--- src/rtl/div_unit.sv ---
// Iterative RV32M divider (DIV/DIVU/REM/REMU), radix-2 restoring, one quotient bit per cycle.
// Request and response each use a valid/ready handshake; divide-by-zero and overflow finish immediately.
module div_unit #(
  parameter int XLEN = 32
) (
  input  logic            clk,
  input  logic            rst,
  input  logic            req_valid,
  output logic            req_ready,
  input  logic [1:0]      req_op,
  input  logic [XLEN-1:0] req_a,
  input  logic [XLEN-1:0] req_b,
  output logic            resp_valid,
  input  logic            resp_ready,
  output logic [XLEN-1:0] resp_data,
  output logic            busy
);

  localparam int CW = $clog2(XLEN) + 1;

  typedef enum logic [1:0] {S_IDLE, S_CALC, S_DONE} state_t;

  state_t          state, state_nxt;
  logic [CW-1:0]   count;
  logic            op_rem, neg_q, neg_r;
  logic [XLEN-1:0] divisor, quo, rem;

  logic            is_signed, a_neg, b_neg, div_zero, overflow, special, last;
  logic [XLEN-1:0] a_abs, b_abs, special_res;
  logic [XLEN:0]   rem_shift, diff;
  logic            q_bit;
  logic [XLEN-1:0] rem_step, quo_step, q_fix, r_fix;

  // Operand conditioning at the accept edge
  always_comb begin
    is_signed   = ~req_op[0];
    a_neg       = is_signed & req_a[XLEN-1];
    b_neg       = is_signed & req_b[XLEN-1];
    a_abs       = a_neg ? -req_a : req_a;
    b_abs       = b_neg ? -req_b : req_b;
    div_zero    = (req_b == '0);
    overflow    = is_signed & (req_a == {1'b1, {(XLEN-1){1'b0}}}) & (&req_b);
    special     = div_zero | overflow;
    if (div_zero) special_res = req_op[1] ? req_a : '1;
    else          special_res = req_op[1] ? '0 : req_a;
  end

  // One restoring step: shift remainder:dividend left, trial-subtract |b|
  always_comb begin
    rem_shift = {rem, quo[XLEN-1]};
    diff      = rem_shift - {1'b0, divisor};
    q_bit     = ~diff[XLEN];
    rem_step  = q_bit ? diff[XLEN-1:0] : rem_shift[XLEN-1:0];
    quo_step  = {quo[XLEN-2:0], q_bit};
    q_fix     = neg_q ? -quo_step : quo_step;
    r_fix     = neg_r ? -rem_step : rem_step;
    last      = (count == CW'(XLEN - 1));
  end

  always_comb begin
    state_nxt  = state;
    req_ready  = 1'b0;
    resp_valid = 1'b0;
    busy       = 1'b0;
    case (state)
      S_IDLE: begin
        req_ready = 1'b1;
        if (req_valid) state_nxt = special ? S_DONE : S_CALC;
      end
      S_CALC: begin
        busy = 1'b1;
        if (last) state_nxt = S_DONE;
      end
      S_DONE: begin
        busy       = 1'b1;
        resp_valid = 1'b1;
        if (resp_ready) state_nxt = S_IDLE;
      end
      default: state_nxt = S_IDLE;
    endcase
  end

  always_ff @(posedge clk or posedge rst) begin
    if (rst) state <= S_IDLE;
    else     state <= state_nxt;
  end

  always_ff @(posedge clk or posedge rst) begin
    if (rst) begin
      count     <= '0;
      op_rem    <= 1'b0;
      neg_q     <= 1'b0;
      neg_r     <= 1'b0;
      divisor   <= '0;
      quo       <= '0;
      rem       <= '0;
      resp_data <= '0;
    end else begin
      case (state)
        S_IDLE: begin
          if (req_valid) begin
            op_rem  <= req_op[1];
            neg_q   <= is_signed & (req_a[XLEN-1] ^ req_b[XLEN-1]);
            neg_r   <= a_neg;
            divisor <= b_abs;
            quo     <= a_abs;
            rem     <= '0;
            count   <= '0;
            if (special) resp_data <= special_res;
          end
        end
        S_CALC: begin
          rem <= rem_step;
          quo <= quo_step;
          // Saturates at XLEN; the last step always leaves CALC
          if (count != CW'(XLEN)) count <= count + 1'b1;
          if (last) resp_data <= op_rem ? r_fix : q_fix;
        end
        default: ;
      endcase
    end
  end

endmodule

--- config.mk ---
export PLATFORM = sky130hd
export DESIGN_NAME = div_unit
export DESIGN_NICKNAME = d
export VERILOG_FILES = /design/src/rtl/div_unit.sv
export SDC_FILE = /design/constraint.sdc
export NUM_CORES = 1
export LEC_CHECK = 0
export ABC_AREA = 1
export CORE_MARGIN = 2
export CORE_UTILIZATION = 55
export CTS_CLUSTER_SIZE = 14
export DETAILED_ROUTE_END_ITERATION = 10
export HOLD_SLACK_MARGIN = 0.12
export PLACE_DENSITY = 0.74
export SLEW_MARGIN = 20
export SYNTH_ARGS = -nofsm -noshare
export SYNTH_HDL_FRONTEND = slang
export SYNTH_SLANG_ARGS = --single-unit
--- constraint.sdc ---
create_clock -name clk -period 6.5 [get_ports clk]
set_input_delay 1.3 -clock clk [delete_from_list [all_inputs] [get_ports clk]]
set_output_delay 1.3 -clock clk [all_outputs]
set_load 0.05 [all_outputs]
==> impl_metrics.ini, run 1 <==
[synthesis]
synth-edff-count = 0
yosys_warnings = 0
synth_fp_nets = 2443
yosys-top-cells-count = sky130_fd_sc_hd__nand2_1, sky130_fd_sc_hd__inv_1, sky130_fd_sc_hd__nor2_1
post-synth-top-count-cell = sky130_fd_sc_hd__nand2_1
syn_area_um2 = 13700
postSynthCellCount = 2330
postSynthRegisterBits = 139
post_synthesis_mean_instance_area_um2 = 5.879
post_synth_num_cell_types = 52
post_synth_main_area_contributors = sky130_fd_sc_hd__dfrtp_1, sky130_fd_sc_hd__nand2_1, sky130_fd_sc_hd__inv_1
yosysTopAreaCellShare_pct = 25.39
ys_async_sr_fraction_pct = 100.0
post-synth-top-area-cell = sky130_fd_sc_hd__dfrtp_1
seq_area_frac_synth_pct = 25.39
synth_ff_type = sky130_fd_sc_hd__dfrtp_1

[global_route]
gr-usage-all-layers_pct = 36.50
grt_first_pass_wirelength_um = 75730
first_global_vias = 14190
antenna_found_initial = 0
grt_start_max_net_pins = 99
globalRoute.totalOverflow = 0

[setup_path]
crit_family = simple AND/OR/NAND/NOR gates
worst-endpoint-required_ns = 6.84
setup.worst_path.class = flop to flop
cp-end-kind = flop
critical_path.max_fanout = 43
cpMostUsedCell = sky130_fd_sc_hd__nand2_1
critPathBufInv = 2
cp_slowest_cell = sky130_fd_sc_hd__nor4_1
arrival_time_of_data_at_the_critical_path_endpoint_ns = 5.41
largest_stage_delay_on_the_critical_path_ns = 0.52
worst_setup_path_start_kind = flop

[placement]
io_port_bufs = 104
dp.final_hpwl_um = 35880
gp_routability_congestion = 0.9825

[floorplanning]
core_area_um2 = 24390
floorplan.die.height_um = 161.8
die_area_um2 = 26180
start_util_pct = 56.16
floorplan.die.width_um = 161.8
design.portCount = 105
placementRows = 57

[clock_network]
clock_tree.buffer_depth = 2
clk_pin_slew_ns = 0.07
clk_root_buffer_cell = sky130_fd_sc_hd__clkbuf_16
cts_setup_buffers = 0
cts_inserted_buffers = 17
cts_hold_fix_bufs = 0
cts_repair_resize_count = 0
clkSinkCount = 139
clock_insertion_delay_worst_skew_ns = 0.45
cts.htree.levels = 4
tritoncts = done

[timing]
timing.final.crit_share_pct = 77.93
max_clock_freq_mhz = 197.4
slew_violations = 0
timing.final.hold_violations = 0
final.min_clock_period_ns = 5.065
rsz0062_at_grt = no
timing_worst_slew_pin_value_ns = 1.101
slew_headroom_pct = 26.57
skew_ns = 0.01421
finalSetupTns_ns = 0
finalSetupViolations = 0

[route]
drt_drc_violations_left = 0
detail-route-antenna-nets = 0
wl_per_cell_um = 17.52
routed-via-count = 15570
route.final.wire_length_um = 47580
vias_per_cell = 5.734
total_iterations_of_the_first_detailed_routing_run = 8
first_iter_violations = 1952

[finish]
layout-area-overhead-vs-synth_pct = 12.65
share_of_cells_above_drive_strength_1_pct = 4.599
layout.filler_cells = 2439
antennaDiodeCount = 0
final_net_count = 2492

[run_status]
status = finished clean

[worst_hold_path]
min-delay-path-class = flop to flop

[run]
max_cap_violations = 0
## per-stage QoR
stage / utilization (%) / hold WS, ns / setup slack (ns) / std cells / area, µm²
2_1_floorplan: - / 0.4530 / 1.475 / 2330 / 13700
3_3_place_gp: 60.86 / 0.4614 / 1.358 / 2684 / 14840
3_5_place_dp: 60.86 / 0.4653 / 1.350 / 2684 / 14840
4_1_cts: 63.27 / 0.4829 / 1.637 / 2716 / 15430
5_1_grt: 63.27 / 0.4994 / 0.9431 / 2716 / 15430
6_report: 63.27 / 0.4785 / 1.435 / 2716 / 15430
## path summary, 6_finish.rpt
path	startpoint	endpoint	slack, ns	depth (start not counted)
min	resp_data[15]	resp_data[15]	0.48	2
min reg2reg	resp_data[15]	resp_data[15]	0.48	2
max	divisor[10]	resp_data[30]	1.43	25
min in group asynchronous	rst	divisor[8]	1.41	2
max reg2reg	divisor[10]	resp_data[30]	1.43	25
max in group asynchronous	rst	resp_data[22]	3.89	3
## cells in the final DEF (no fill, tap or decap), drive strengths merged, types with 2 or more instances in the layout
master,instances
a21o,2
a21oi,103
a22oi,2
a31oi,9
and2,2
buf,14
clkbuf,18
clkdlybuf4s50,104
clkinv,3
clkinvlp,2
dfrtp,139
ha,42
inv,337
maj3,2
nand2,830
nand3,164
nand3b,12
nand4,34
nor2,211
nor3,33
nor4,8
o211ai,9
o21ai,196
o221ai,17
o22ai,31
o31ai,3
or2,4
xnor2,12
xor2,38
## sequential cells by signal, indices dropped and copies added, names as in the netlist
name / flops
neg_q: 1
state: 2
count: 6
quo: 32
resp_data: 32
neg_r: 1
divisor: 32
op_rem: 1
rem: 32
## logic make-up after synthesis
| logic type | after synthesis | synth area share [%] |
|---|---|---|
| AND/OR/NAND/NOR | 1302 | 40.09 |
| XOR/XNOR | 50 | 3.197 |
| AO/OA/AOI/OAI | 377 | 15.18 |
| buffers and inverters | 417 | 12.01 |
| flip-flops | 139 | 25.39 |
| adder cells (fa/ha/maj) | 45 | 4.129 |
## layer usage
| metal | part of all wire (%) | track usage [%] | vias up |
|---|---|---|---|
| met1 | 44 | 53.27 | 7110 |
| met5 | 0 | 0 | - |
| met2 | 43 | 55.80 | 815 |
| li1 | - | - | 7557 |
| met3 | 10 | 6.818 | 92 |
| met4 | 2.3 | 9.091 | 0 |
## worst min-delay path: cells and delay by family (launching register included)
kind / cells / cell delay [ns]
flops: 1 / 0.34
simple gates: 2 / 0.10
## final cells by class
class,count,area [µm²],share of cell area [%]
Multi-Input combinational cell,1774,8574,55.57
Sequential cell,139,3478,22.54
Inverter,329,1240,8.035
Timing Repair Buffer,118,1146,7.427
Clock buffer,18,439.2,2.846
Tap cell,324,405.4,2.627
Clock inverter,14,147.6,0.9568
Power of run 1 is left out: the tool's default activity adds up to more than one toggle a clock period on the data nets, which glitch-free logic cannot reach.
==> run 2, diff against run 1 <==
--- a/config.mk
+++ b/config.mk
@@ -11,7 +11,7 @@
 export CTS_CLUSTER_SIZE = 14
 export DETAILED_ROUTE_END_ITERATION = 10
 export HOLD_SLACK_MARGIN = 0.12
-export PLACE_DENSITY = 0.74
+export PLACE_DENSITY = 0.77
 export SLEW_MARGIN = 20
 export SYNTH_ARGS = -nofsm -noshare
 export SYNTH_HDL_FRONTEND = slang
==> constraint.sdc (replaced) <==
create_clock -name clk -period 4.17 [get_ports clk]
set_input_delay 0.834 -clock clk [delete_from_list [all_inputs] [get_ports clk]]
set_output_delay 0.834 -clock clk [all_outputs]
set_load 0.05 [all_outputs]
==> run 2 against run 1 <==
Net effect: first-iteration DRC count down 0.51%; die area stayed put; clock skew fell by 0.0015 ns; critical path depth increased by 3; count of clock-buffer cells in the layout unchanged; routed wire length decreased by 0.66%; final cell count increased by 0.77%; final area grew 1.5%; critical path type unchanged; critical endpoint unchanged; largest cell class unchanged.
==> impl_metrics.ini, run 2 (synthesis gave the netlist of run 1 again) <==
[setup_path]
cp-end-kind = flop
worst-endpoint-required_ns = 4.49
worst_setup_path_start_kind = flop
setup.worst_path.class = flop to flop
cp_slowest_cell = sky130_fd_sc_hd__fa_1
critPathBufInv = 2
arrival_time_of_data_at_the_critical_path_endpoint_ns = 4.21
cpMostUsedCell = sky130_fd_sc_hd__nand2_1
largest_stage_delay_on_the_critical_path_ns = 0.41
critical_path.max_fanout = 4
crit_family = simple AND/OR/NAND/NOR gates

[route]
route.final.wire_length_um = 47270
detail-route-antenna-nets = 0
first_iter_violations = 1942
vias_per_cell = 5.736
wl_per_cell_um = 17.27
total_iterations_of_the_first_detailed_routing_run = 8
drt_drc_violations_left = 0
routed-via-count = 15700

[timing]
slew_violations = 0
finalSetupViolations = 0
finalSetupTns_ns = 0
rsz0062_at_grt = no
timing.final.hold_violations = 0
timing_worst_slew_pin_value_ns = 0.9839
skew_ns = 0.01268
final.min_clock_period_ns = 3.885
max_clock_freq_mhz = 257.4
timing.final.crit_share_pct = 93.16
slew_headroom_pct = 34.41

[clock_network]
tritoncts = done
clk_pin_slew_ns = 0.07
cts.htree.levels = 4
clkSinkCount = 139
clock_tree.buffer_depth = 2
cts_inserted_buffers = 17
clk_root_buffer_cell = sky130_fd_sc_hd__clkbuf_16
clock_insertion_delay_worst_skew_ns = 0.44

[floorplanning]
placementRows = 57
start_util_pct = 56.16
floorplan.die.height_um = 161.8
die_area_um2 = 26180
floorplan.die.width_um = 161.8
core_area_um2 = 24390
design.portCount = 105

[global_route]
grt_first_pass_wirelength_um = 74640
gr-usage-all-layers_pct = 36.14
globalRoute.totalOverflow = 0
antenna_found_initial = 3
grt_start_max_net_pins = 140
first_global_vias = 14140

[placement]
dp.final_hpwl_um = 36000
io_port_bufs = 104
gp_routability_congestion = 0.9956

[finish]
share_of_cells_above_drive_strength_1_pct = 5.553
layout.cells.most_common = sky130_fd_sc_hd__nand2_1
antennaDiodeCount = 0
layout-area-overhead-vs-synth_pct = 14.40
layout.cells.most_common_list = sky130_fd_sc_hd__nand2_1, sky130_fd_sc_hd__inv_1, sky130_fd_sc_hd__nor2_1
final_net_count = 2513

[worst_hold_path]
min-delay-path-class = flop to flop

[run]
max_cap_violations = 0

[run_status]
status = finished clean
==> run 2: cell types whose count changed in the layout (fill, tap and decap cells not counted), sizes merged <==
cell,delta
buf,+21
inv,-3
clkinv,+2
bufinv,+1
==> run 2: per-stage QoR <==
| stage | instance area, µm² | cells | utilization [%] | setup WS [ns] | hold slack (ns) |
|---|---|---|---|---|---|
| 6_report | 15670 | 2737 | 64.25 | 0.2854 | 0.4818 |
| 5_1_grt | 15670 | 2737 | 64.25 | 0.007990 | 0.5103 |
| 4_1_cts | 15650 | 2737 | 64.16 | 0.1492 | 0.4836 |
| 3_5_place_dp | 15040 | 2705 | 61.67 | 0.08120 | 0.4642 |
| 3_3_place_gp | 15040 | 2705 | 61.65 | 0.1841 | 0.4617 |
| 2_1_floorplan | 13700 | 2330 | - | 0.3323 | 0.4530 |
==> run 2: path summary, 6_finish.rpt <==
check	depth (start not counted)	slack, ns	to	start
worst max-delay path	28	0.29	resp_data[30]	divisor[0]
worst min-delay path	2	0.48	resp_data[20]	resp_data[20]
worst max register to register	28	0.29	resp_data[30]	divisor[0]
worst min register to register	2	0.48	resp_data[20]	resp_data[20]
max in group asynchronous	3	2.54	rem[11]	rst
min in group asynchronous	3	0.93	resp_data[17]	rst
==> run 2: metal layers <==
metal	track usage [%]	up-vias	share of wire [%]
li1	-	7594	-
met1	51.96	7193	43
met2	55.18	825	44
met3	7.763	86	10
met4	9.533	2	2.4
met5	0	-	0.028
==> run 2: timing repair <==
action,CTS,global route
hold buffers,0,0
buffers inserted,0,0
resized for setup,0,6
hold endpoints to repair,0,0
setup endpoints to repair,0,8
==> run 2: area by class of cell <==
type,instances,area [µm²]
clock inverter,14,178.9
clock buffer,18,429.2
multi-input combinational,1774,8591
timing repair buffer,139,1349
sequential,139,3478
fill,2397,8721
inverter,329,1239
tap,324,405.4
==> run 2: worst min-delay path: stages, from the launching register on <==
cell and delay (ns):
sky130_fd_sc_hd__dfrtp_1 0.35, sky130_fd_sc_hd__nand2_1 0.05, sky130_fd_sc_hd__nand2_1 0.05
Power of run 2 is left out for the same reason.
==> run 3, diff against run 2 <==
--- a/config.mk
+++ b/config.mk
@@ -12,7 +12,7 @@
 export DETAILED_ROUTE_END_ITERATION = 10
 export HOLD_SLACK_MARGIN = 0.12
 export PLACE_DENSITY = 0.77
-export SLEW_MARGIN = 20
+export SLEW_MARGIN = 15
 export SYNTH_ARGS = -nofsm -noshare
 export SYNTH_HDL_FRONTEND = slang
 export SYNTH_SLANG_ARGS = --single-unit
==> run 3 against run 2 <==
Net effect: final cell count about the same; critical endpoint is now resp_data[28]; global-route usage about the same; clock skew increased by 0.00053 ns; die area unchanged; first-iteration DRC count decreased by 11%; non-clock buffer count unchanged; utilization about the same; flip-flop and latch count unchanged; register-to-register slack about the same; sequential share of layout area about the same; count of clock-buffer cells in the layout unchanged; final area about the same.
==> impl_metrics.ini, run 3 (synthesis gave the netlist of run 1 again) <==
[floorplanning]
placementRows = 57
design.portCount = 105
die_area_um2 = 26180
start_util_pct = 56.16
core_area_um2 = 24390
floorplan.die.height_um = 161.8
floorplan.die.width_um = 161.8

[placement]
gp_routability_congestion = 0.9956
dp.final_hpwl_um = 35910
io_port_bufs = 104
detailed_place.area_um2 = 15040

[worst_hold_path]
hold_path_startpoint = resp_data[19]
min-delay-path-class = flop to flop

[route]
routedLengthMet1_um = 20470
vias_per_cell = 5.751
met2WireLength_um = 20260
detail-route-antenna-nets = 0
first_iter_violations = 1736
drt_drc_violations_left = 0
routed-via-count = 15750
wl_per_cell_um = 17.28
route.final.wire_length_um = 47310
total_iterations_of_the_first_detailed_routing_run = 6
highest-signal-layer = met4
routed-wl-met3_um = 4908

[finish]
post-route-cell-area_um2 = 15680
final_net_count = 2513
layout.cells.most_common = sky130_fd_sc_hd__nand2_1
share_of_cells_above_drive_strength_1_pct = 5.553
layout.cells.most_common_list = sky130_fd_sc_hd__nand2_1, sky130_fd_sc_hd__inv_1, sky130_fd_sc_hd__nor2_1
postLayoutCoreUtil_pct = 64.28
layout-area-overhead-vs-synth_pct = 14.45

[timing]
finalSetupTns_ns = 0
rsz0062_at_grt = no
hold_ws_ns = 0.4815
slew_headroom_pct = 36.20
timing_worst_slew_pin_value_ns = 0.9570
skew_ns = 0.01322
final.min_clock_period_ns = 3.873
max_clock_freq_mhz = 258.2
slew_violations = 0
timing.final.crit_share_pct = 92.89
finalSetupViolations = 0
timing.final.hold_violations = 0

[setup_path]
setup.worst_path.start = quo[31]
worst-endpoint-required_ns = 4.49
rrSetupSlack_ns = 0.30
cp-end-kind = flop
cp_slowest_cell = sky130_fd_sc_hd__fa_1
largest_stage_delay_on_the_critical_path_ns = 0.40
setup.worst_path.class = flop to flop
rr_startpoint = quo[31]
critical_path.max_fanout = 4
cpMostUsedCell = sky130_fd_sc_hd__nand2_1
arrival_time_of_data_at_the_critical_path_endpoint_ns = 4.20
worst_setup_path_start_kind = flop

[clock_network]
clk_root_buffer_cell = sky130_fd_sc_hd__clkbuf_16
clkSinkCount = 139
cts_setup_buffers = 0
clock_insertion_delay_worst_skew_ns = 0.44
clk_pin_slew_ns = 0.07
cts.htree.levels = 4
clock_tree.buffer_depth = 2
cts_inserted_buffers = 17
cts_hold_fix_bufs = 0
tritoncts = done

[global_route]
gr-usage-all-layers_pct = 36.10
antenna_found_initial = 2
globalRoute.totalOverflow = 0
first_global_vias = 14120
grt_first_pass_wirelength_um = 74590
grt_start_max_net_pins = 140

[run]
max_cap_violations = 0

[run_status]
status = finished clean
==> run 3: cell count changes in the layout (fill, tap and decap cells not counted) <==
| cell | change |
|---|---|
| sky130_fd_sc_hd__diode_2 | +1 |
| sky130_fd_sc_hd__nor2_2 | -1 |
| sky130_fd_sc_hd__nor2_4 | +1 |
| sky130_fd_sc_hd__o21ai_0 | +1 |
| sky130_fd_sc_hd__o21ai_1 | -1 |
==> run 3: layer usage <==
metal	global-route usage, %	vias to the layer above
met4	12.67	0
met5	0	-
met2	54.95	784
li1	-	7620
met1	50.14	7224
met3	8.784	117
==> run 3: worst max-delay path, delay by kind of cell (launching register included) <==
kind	cells	cell delay, ns
adders and majority gates	3	0.82
AOI/OAI and AO/OA	3	0.40
DFF	1	0.33
and+or+nand+nor	20	1.85
buffers and inverters	3	0.35
==> run 3: path summary, 6_finish.rpt <==
path / cells past startpoint / end
max in group asynchronous: 3 / quo[4]
min reg2reg: 2 / resp_data[19]
min: 2 / resp_data[19]
max: 29 / resp_data[28]
min in group asynchronous: 3 / resp_data[17]
max reg2reg: 29 / resp_data[28]
==> run 3: layout make-up <==
| class | count | area [µm²] |
|---|---|---|
| fillers | 2400 | 8713 |
| multi-input cells | 1774 | 8596 |
| flip-flops and latches | 139 | 3478 |
| repair buffers | 139 | 1349 |
| inverters | 329 | 1239 |
| clock buffers | 18 | 429.2 |
| well taps | 324 | 405.4 |
| clock inverters | 14 | 178.9 |
| diodes | 1 | 2.502 |
==> run 3: timing repair <==
action,in CTS,in global routing
endpoints found under the setup margin,0,11
resized for setup,0,6
hold endpoints to repair,0,0
==> run 3: through the flow <==
| stage | instances | setup slack (ns) |
|---|---|---|
| floorplan | 2330 | 0.3323 |
| global placement | 2705 | 0.1841 |
| detailed placement | 2705 | 0.1315 |
| CTS | 2737 | 0.1598 |
| global route | 2737 | 0.004951 |
| finish | 2738 | 0.2966 |
Power of run 3 is left out for the same reason.
